==> src/rtl/multicycle_ctrl.sv <==
// Main control FSM for the multicycle MIPS datapath: sequences fetch/decode/execute/
// memory/writeback, drives the ALU Ctrl code and all datapath enables.
module multicycle_ctrl #(
   parameter int unsigned CNT_W = 32
) (
   input  logic             clk,
   input  logic             rst_n,
   input  logic [5:0]       Op,
   input  logic [5:0]       Funct,
   input  logic             ZeroFlag,
   output logic [2:0]       Ctrl,
   output logic             IorD,
   output logic             MemWrite,
   output logic             IRWrite,
   output logic             RegDst,
   output logic             MemtoReg,
   output logic             RegWrite,
   output logic             ALUSrcA,
   output logic [1:0]       ALUSrcB,
   output logic [1:0]       PCSrc,
   output logic             PCEn,
   output logic [3:0]       State,
   output logic             Illegal,
   output logic [CNT_W-1:0] InstrCount
);

   typedef enum logic [3:0] {
      S_FETCH  = 4'd0,
      S_DECODE = 4'd1,
      S_MEMADR = 4'd2,
      S_MEMRD  = 4'd3,
      S_MEMWB  = 4'd4,
      S_MEMWR  = 4'd5,
      S_EXEC   = 4'd6,
      S_ALUWB  = 4'd7,
      S_BRANCH = 4'd8,
      S_ADDIEX = 4'd9,
      S_ADDIWB = 4'd10,
      S_JUMP   = 4'd11
   } state_t;

   localparam logic [5:0] OP_RTYPE = 6'b000000;
   localparam logic [5:0] OP_LW    = 6'b100011;
   localparam logic [5:0] OP_SW    = 6'b101011;
   localparam logic [5:0] OP_BEQ   = 6'b000100;
   localparam logic [5:0] OP_ADDI  = 6'b001000;
   localparam logic [5:0] OP_J     = 6'b000010;

   localparam logic [2:0] ALU_ADD = 3'b010;
   localparam logic [2:0] ALU_SUB = 3'b110;
   localparam logic [2:0] ALU_AND = 3'b000;
   localparam logic [2:0] ALU_OR  = 3'b001;
   localparam logic [2:0] ALU_SLT = 3'b111;

   state_t     state, state_nx;
   logic       set_illegal, retire;
   logic       funct_ok;
   logic [2:0] funct_ctrl;
   logic       mem_write_d, ir_write_d, reg_write_d, pc_write_d, branch_d;

   // R-type function decode shared by DECODE legality check and EXEC ALU code
   always_comb begin
      funct_ok   = 1'b1;
      funct_ctrl = ALU_ADD;
      case (Funct)
         6'b100000: funct_ctrl = ALU_ADD;
         6'b100010: funct_ctrl = ALU_SUB;
         6'b100100: funct_ctrl = ALU_AND;
         6'b100101: funct_ctrl = ALU_OR;
         6'b101010: funct_ctrl = ALU_SLT;
         default:   funct_ok   = 1'b0;
      endcase
   end

   // State register, sticky illegal flag and retired-instruction counter
   always_ff @(posedge clk) begin
      if (!rst_n) begin
         state      <= S_FETCH;
         Illegal    <= 1'b0;
         InstrCount <= '0;
      end else begin
         state <= state_nx;
         if (set_illegal) Illegal    <= 1'b1;
         if (retire)      InstrCount <= InstrCount + CNT_W'(1);
      end
   end

   // Next-state logic
   always_comb begin
      state_nx    = S_FETCH;
      set_illegal = 1'b0;
      retire      = 1'b0;
      case (state)
         S_FETCH:  state_nx = S_DECODE;
         S_DECODE: begin
            if (Op == OP_LW || Op == OP_SW)       state_nx = S_MEMADR;
            else if (Op == OP_RTYPE && funct_ok)  state_nx = S_EXEC;
            else if (Op == OP_BEQ)                state_nx = S_BRANCH;
            else if (Op == OP_ADDI)               state_nx = S_ADDIEX;
            else if (Op == OP_J)                  state_nx = S_JUMP;
            else                                  set_illegal = 1'b1;
         end
         S_MEMADR: begin
            if (Op == OP_LW)      state_nx = S_MEMRD;
            else if (Op == OP_SW) state_nx = S_MEMWR;
         end
         S_MEMRD:  state_nx = S_MEMWB;
         S_EXEC:   state_nx = S_ALUWB;
         S_ADDIEX: state_nx = S_ADDIWB;
         S_MEMWB, S_MEMWR, S_ALUWB, S_BRANCH, S_ADDIWB, S_JUMP: retire = 1'b1;
         default:  state_nx = S_FETCH;
      endcase
   end

   // Moore output decode of the current state
   always_comb begin
      Ctrl        = ALU_ADD;
      IorD        = 1'b0;
      RegDst      = 1'b0;
      MemtoReg    = 1'b0;
      ALUSrcA     = 1'b0;
      ALUSrcB     = 2'b00;
      PCSrc       = 2'b00;
      mem_write_d = 1'b0;
      ir_write_d  = 1'b0;
      reg_write_d = 1'b0;
      pc_write_d  = 1'b0;
      branch_d    = 1'b0;
      case (state)
         S_FETCH: begin
            ir_write_d = 1'b1;
            ALUSrcB    = 2'b01;
            pc_write_d = 1'b1;
         end
         S_DECODE: ALUSrcB = 2'b11;
         S_MEMADR: begin
            ALUSrcA = 1'b1;
            ALUSrcB = 2'b10;
         end
         S_MEMRD: IorD = 1'b1;
         S_MEMWB: begin
            MemtoReg    = 1'b1;
            reg_write_d = 1'b1;
         end
         S_MEMWR: begin
            IorD        = 1'b1;
            mem_write_d = 1'b1;
         end
         S_EXEC: begin
            ALUSrcA = 1'b1;
            Ctrl    = funct_ctrl;
         end
         S_ALUWB: begin
            RegDst      = 1'b1;
            reg_write_d = 1'b1;
         end
         S_BRANCH: begin
            ALUSrcA  = 1'b1;
            Ctrl     = ALU_SUB;
            PCSrc    = 2'b01;
            branch_d = 1'b1;
         end
         S_ADDIEX: begin
            ALUSrcA = 1'b1;
            ALUSrcB = 2'b10;
         end
         S_ADDIWB: reg_write_d = 1'b1;
         S_JUMP: begin
            PCSrc      = 2'b10;
            pc_write_d = 1'b1;
         end
         default: ;
      endcase
   end

   // Architectural write enables are suppressed while reset is asserted
   assign MemWrite = rst_n & mem_write_d;
   assign IRWrite  = rst_n & ir_write_d;
   assign RegWrite = rst_n & reg_write_d;
   assign PCEn     = rst_n & (pc_write_d | (branch_d & ZeroFlag));
   assign State    = state;

endmodule
==> config.mk <==
export PLATFORM = sky130hd
export DESIGN_NAME = multicycle_ctrl
export DESIGN_NICKNAME = d
export VERILOG_FILES = /design/src/rtl/multicycle_ctrl.sv
export SDC_FILE = /design/constraint.sdc
export NUM_CORES = 1
export LEC_CHECK = 0
export CAP_MARGIN = 15
export CORE_MARGIN = 1
export CORE_UTILIZATION = 42
export CTS_CLUSTER_SIZE = 30
export DETAILED_ROUTE_END_ITERATION = 6
export PLACE_DENSITY = 0.73
export SLEW_MARGIN = 20
export SYNTH_ARGS = -nofsm -noshare
export SYNTH_HDL_FRONTEND = slang
export SYNTH_SLANG_ARGS = --single-unit
export TNS_END_PERCENT = 10
==> constraint.sdc <==
create_clock -name clk -period 2.3 [get_ports clk]
set_input_delay 0.345 -clock clk [delete_from_list [all_inputs] [get_ports clk]]
set_output_delay 0.345 -clock clk [all_outputs]
set_load 0.02 [all_outputs]
==> results.py, run 1 <==
metrics = {
    "outcome": {
        "run_status": "finished clean",
    },
    "place": {
        "pre_cts_slack_ps": 33.0,
        "portBuffers": 66,
        "place_congestion": 0.850,
        "place_hpwl_mm": 3.92,
        "place_inst": 399,
        "placed_cell_area_sq_um": 2890,
    },
    "pwr": {
        "power_mw": 1.46,
        "switchingPower_mw": 0.316,
        "cellLeakagePower_nw": 1.12,
        "power-per-cell-area_nw_per_um2": 477,
        "comb_power_share_pct": 8.3,
        "vdd_drop_max_uv": 336,
        "seqPwrFrac_pct": 45.0,
        "p_int_mw": 1.14,
        "p_sw_share_pct": 21.7,
        "pwr-share-clk_pct": 46.8,
    },
    "logic_synthesis": {
        "syn_nets": 284,
        "synth-async-reset-ratio_pct": 0,
        "synth_cells": 268,
        "synth-edff-count": 0,
        "ys.flop_type": "dfxtp_1",
        "ys_ff_latch": 37,
        "yosysSeqAreaShare_pct": 34.9,
        "syn_avg_cell_area_sq_um": 7.92,
        "syn_area_sq_um": 2120,
        "yosys_warnings": 0,
        "synth_cell_types": 47,
    },
    "timing": {
        "setup_viol": 0,
        "tns_ps": 0,
        "hold_viol": 0,
        "finalCriticalPeriod_ps": 2240,
        "worst_slack_ps": 56.2,
        "whs_ps": 486,
        "fin_skew_ps": 11.8,
        "period_share_pct": 97.6,
        "max-slew-margin-rel_pct": 68.9,
        "rsz0062_at_grt": "true",
        "tightestPinTransition_ps": 461,
        "max_freq_mhz": 446,
        "slew_violations": 0,
    },
    "critical_path": {
        "worstSetupEndpointType": "output port",
        "cp_common_cell": "clkdlybuf4s50_1",
        "worstPathArrival_ps": 1900,
        "max_stage_delay_ps": 610,
        "critPathLaunchType": "input pin",
        "path_cells": "clkdlybuf4s50_1 -> nor2b_1 -> nand3_1 -> inv_1 -> a31o_2 -> clkdlybuf4s50_1",
        "critPathRequiredTime_ps": 1960,
        "cp_max_fo": 2,
        "r2r_slack_ps": 370,
        "crit_type": "in2out",
        "cpMaxStageDelayCell": "clkdlybuf4s50_1",
    },
    "global_route": {
        "antenna_found_initial": 0,
        "grt_max_degree": 33,
        "grt_pass1_vias": 1980,
        "grt_util_all_layers_pct": 21.2,
        "gr-total-overflow": 0,
        "grt_pass1_wl_mm": 8.97,
    },
    "clocking": {
        "cts_setup_buffers": 0,
        "cts-root-buf": "clkbuf_8",
        "clk_path_buf_depth": 2,
        "cts_tree": "built",
        "path_clk_slew_ps": 80,
        "htreeDepth": 2,
        "clk_latency_ps": 290,
        "numCtsBuffers": 5,
        "clock-sinks": 37,
    },
    "floorplan": {
        "die_y_microns": 73.1,
        "dieWidth_microns": 73.1,
        "initial_utilization_pct": 44.4,
        "die-area_sq_um": 5340,
        "core_area_sq_um": 4790,
        "fp-row-count": 25,
        "pin_count": 67,
    },
    "drt": {
        "post-route-drc-count": 0,
        "vias_per_cell": 5.32,
        "dr.pass1.iters": 4,
        "wirelength_mm": 5.36,
        "drt_first_iter_violations": 128,
        "wire_per_inst_microns": 13.2,
        "antenna_left": 0,
        "dr_total_vias": 2166,
    },
    "cells_and_area": {
        "final_cell_area_sq_um": 3050,
        "drive_gt1_share_pct": 9.41,
        "layout_common_cells": "clkdlybuf4s50_1, nor2_1, dfxtp_1",
        "final_util_pct": 63.8,
        "layout.nets": 355,
        "area_growth_pct": 43.8,
        "finalNonFillerCells": 407,
        "insertedDiodeCount": 0,
        "layout_commonest_cell": "clkdlybuf4s50_1",
    },
    "flow_run": {
        "cap_violations": 0,
    },
    "min_path": {
        "hp-class": "reg2reg",
    },
}
==> registers in the layout, summed over array words and instances, names as in the netlist <==
signal	count
State	4
InstrCount	32
Illegal	1
==> final timing paths <==
check,to,cells after the start,from
hold reg to reg,InstrCount[31],2,InstrCount[31]
setup reg to reg,InstrCount[31],5,InstrCount[8]
setup / recovery,Ctrl[2],6,Funct[5]
hold / removal,InstrCount[31],2,InstrCount[31]
==> layer usage <==
layer  part of all wire [%]  track usage, %
met4                   0.82            6.32
met2                     46            35.2
met3                    3.8            4.56
met5                      0               0
met1                     49            27.3
==> power by group through the flow <==
stage | registers (mW) | clock network (mW) | logic, mW
6_report | 0.654 | 0.681 | 0.120
5_1_grt | 0.656 | 0.713 | 0.130
4_1_cts | 0.654 | 0.695 | 0.121
3_5_place_dp | 0.669 | 0 | 0.122
3_3_place_gp | 0.668 | 0 | 0.121
2_1_floorplan | 0.669 | 0 | 0.0581
==> cell type report <==
class,count,area (sq um)
clock buffer,5,68.8
clock inverter,3,68.8
fill,425,1730
inverter,9,33.8
multi-input combinational,210,1310
sequential,37,743
tap,67,83.8
timing repair buffer,76,747
==> cell usage after synthesis (all sizes together), types with 3 or more instances <==
cell / n / area share [%]
nand2b: 6 / 1.8
nor2b: 6 / 1.8
a21oi: 11 / 2.6
inv: 8 / 1.4
xnor2: 13 / 5.4
nand4b: 3 / 1.2
nor2: 40 / 7.1
or3: 5 / 1.5
nand4: 18 / 6.3
nor3: 14 / 3.8
and2: 3 / 0.88
xor2: 16 / 6.6
nor4: 8 / 2.7
clkbuf: 9 / 1.6
and4: 3 / 1.3
dfxtp: 37 / 35
nand3: 15 / 4.1
nand2: 16 / 2.8
o21ai: 11 / 2.6
buf: 3 / 0.71
==> timing repair <==
item | in CTS | in global routing
gates resized for setup | 4 | 6
setup endpoints to repair | 6 | 6
hold buffers | 0 | 0
==> worst max-delay path, delay by kind of cell <==
kind / cells / cell delay, ps
compound gates: 1 / 150
buf+inv: 3 / 1140
simple gates: 2 / 270
==> cells by family (layout without fill, tap and decap cells) <==
| group | count (synthesis) | after routing | synth area share, % |
|---|---|---|---|
| buffers and inverters | 21 | 93 | 3.89 |
| AO/OA/AOI/OAI | 36 | 36 | 11.0 |
| XOR/XNOR | 29 | 29 | 12.0 |
| adder cells (fa/ha/maj) | 1 | 1 | 0.589 |
| flip-flops | 37 | 37 | 34.9 |
| AND/OR/NAND/NOR | 144 | 144 | 37.7 |
Power figures use the tool's default switching activity.
==> inputs of run 2 (changes only) <==
Settings changed: PLACE_DENSITY 0.73 to 0.76.
Clock period 2.3 ns to 1.9 ns, I/O delays scaled along.
==> run 2 against run 1 <==
Effect of this change:
- worst setup slack gained 35 ps
- wire length is 4.6% higher
- clock skew shrank 4.1 ps
- worst hold slack got worse by 12 ps
- non-clock buffer count rose by 34
- register-to-register slack worse by 230 ps
- total power grew 0.20%
- combinational power grew 42%
- clock power is 26% lower
- count of clock-buffer cells in the layout did not move
- largest cell class unchanged
- highest routed layer unchanged
==> results.py, run 2 (same netlist as run 1, synthesis figures left out) <==
metrics = {
    "critical_path": {
        "worstPathArrival_ps": 1520,
        "critPathRequiredTime_ps": 1620,
        "worstSetupEndpointType": "output port",
        "critPathLaunchType": "flip-flop",
        "cp_max_fo": 9,
        "crit_type": "reg2out",
    },
    "cells_and_area": {
        "largest_reg_flops": 32,
        "largest_register": "InstrCount",
        "layout_common_cells": "clkdlybuf4s50_1, buf_4, nor2_1",
        "drive_gt1_share_pct": 18.5,
        "area_growth_pct": 51.3,
        "insertedDiodeCount": 0,
        "layout_commonest_cell": "clkdlybuf4s50_1",
        "layout.nets": 389,
        "final_util_pct": 67.1,
    },
    "pwr": {
        "p_sw_share_pct": 24.1,
        "switchingPower_mw": 0.351,
        "seqPwrFrac_pct": 53.9,
        "power-per-cell-area_nw_per_um2": 454,
        "cellLeakagePower_nw": 1.24,
        "p_int_mw": 1.11,
        "vdd_drop_max_uv": 308,
        "comb_power_share_pct": 11.7,
        "pwr-share-clk_pct": 34.4,
    },
    "clocking": {
        "cts_tree": "built",
        "clk_latency_ps": 290,
        "clk_path_buf_depth": 2,
        "htreeDepth": 2,
        "cts-root-buf": "clkbuf_8",
        "numCtsBuffers": 5,
        "cts_setup_buffers": 0,
        "clock-sinks": 37,
        "cts_hold_buf": 0,
        "path_clk_slew_ps": 60,
    },
    "floorplan": {
        "initial_utilization_pct": 44.4,
        "core_area_sq_um": 4790,
        "die_y_microns": 73.1,
        "fp-row-count": 25,
        "dieWidth_microns": 73.1,
        "pin_count": 67,
        "die-area_sq_um": 5340,
    },
    "global_route": {
        "grt_util_met2_pct": 40.9,
        "top_usage_layer": "met2",
        "gr-total-overflow": 0,
        "grt_util_all_layers_pct": 22.9,
        "grt_pass1_vias": 2094,
        "met1_usage_pct": 26.5,
        "grt_max_degree": 33,
        "grt_pass1_wl_mm": 9.48,
        "met3_usage_pct": 4.14,
        "antenna_found_initial": 0,
    },
    "outcome": {
        "run_status": "finished clean",
    },
    "timing": {
        "max_freq_mhz": 553,
        "period_share_pct": 95.2,
        "max-slew-margin-rel_pct": 72.3,
        "hold_viol": 0,
        "fin_skew_ps": 7.65,
        "setup_viol": 0,
        "slew_violations": 0,
        "finalCriticalPeriod_ps": 1810,
        "tightestPinTransition_ps": 411,
        "worst_slack_ps": 91.2,
    },
    "drt": {
        "vias_per_cell": 5.24,
        "dr.pass1.iters": 4,
        "drt_first_iter_violations": 90,
        "post-route-drc-count": 0,
        "wire_per_inst_microns": 12.8,
        "wirelength_mm": 5.60,
        "antenna_left": 0,
        "dr_total_vias": 2299,
    },
    "place": {
        "place_congestion": 0.814,
        "pre_cts_slack_ps": -242,
        "place_hpwl_mm": 4.36,
        "portBuffers": 66,
    },
    "flow_run": {
        "cap_violations": 0,
    },
    "min_path": {
        "hp-class": "reg2reg",
    },
}
-- run 2: changes by cell type in the layout (fill, tap and decap cells not counted), moves of 2 or more --
cell	delta
dlymetal6s2s_1	-4
clkbuf_2	+4
buf_4	+34
clkdlybuf4s50_1	-9
bufinv_16	-2
dlygate4sd2_1	+8
-- run 2: stage by stage --
| stage | TNS (ps) | std cells | power, mW | hold slack, ps | instance area [sq um] |
|---|---|---|---|---|---|
| detailed placement | -1510 | 433 | 0.978 | 453 | 3150 |
| floorplan | 0 | 268 | 0.880 | 398 | 2120 |
| CTS | -252 | 439 | 1.47 | 477 | 3210 |
| finish | 0 | 439 | 1.46 | 474 | 3210 |
| global placement | -1240 | 433 | 0.976 | 448 | 3150 |
| global route | -6.60 | 439 | 1.52 | 512 | 3210 |
-- run 2: final cells by class --
class | instances | area, sq um
Multi-Input combinational cell | 210 | 1320
Clock buffer | 5 | 68.8
Timing Repair Buffer | 110 | 962
Tap cell | 67 | 83.8
Inverter | 9 | 33.8
Clock inverter | 1 | 5.00
Fill cell | 418 | 1570
Sequential cell | 37 | 742
-- run 2: power by group through the flow --
stage	registers, mW	clock network [mW]	logic (mW)
final	0.786	0.502	0.170
after global routing	0.787	0.547	0.185
after CTS	0.786	0.519	0.170
after detailed placement	0.803	0	0.175
after global placement	0.803	0	0.173
after floorplan	0.810	0	0.0703
-- run 2: final timing paths --
kind,startpoint,to,slack (ps),depth (start not counted)
setup / recovery,State[1],PCEn,90,5
hold / removal,Illegal,Illegal,470,2
setup reg to reg,InstrCount[10],InstrCount[31],140,5
hold reg to reg,Illegal,Illegal,470,2
-- run 2: routing by layer --
| metal | part of all wire (%) | routed length [microns] |
|---|---|---|
| met1 | 45 | 2500 |
| met5 | 0 | 0 |
| met2 | 51 | 2830 |
| met4 | 1.6 | 91 |
| met3 | 3.2 | 180 |
-- run 2: critical path: stages (launching register included) --
cell	delay [ps]
dfxtp_1	360
buf_4	180
nor3_1	180
a31oi_1	60
nor3_1	110
dlygate4sd2_1	350
-- run 2: what timing repair did --
item,in CTS,in global routing
resized for setup,16,14
setup endpoints to repair,15,9
hold endpoints to repair,0,0
gates cloned,0,0
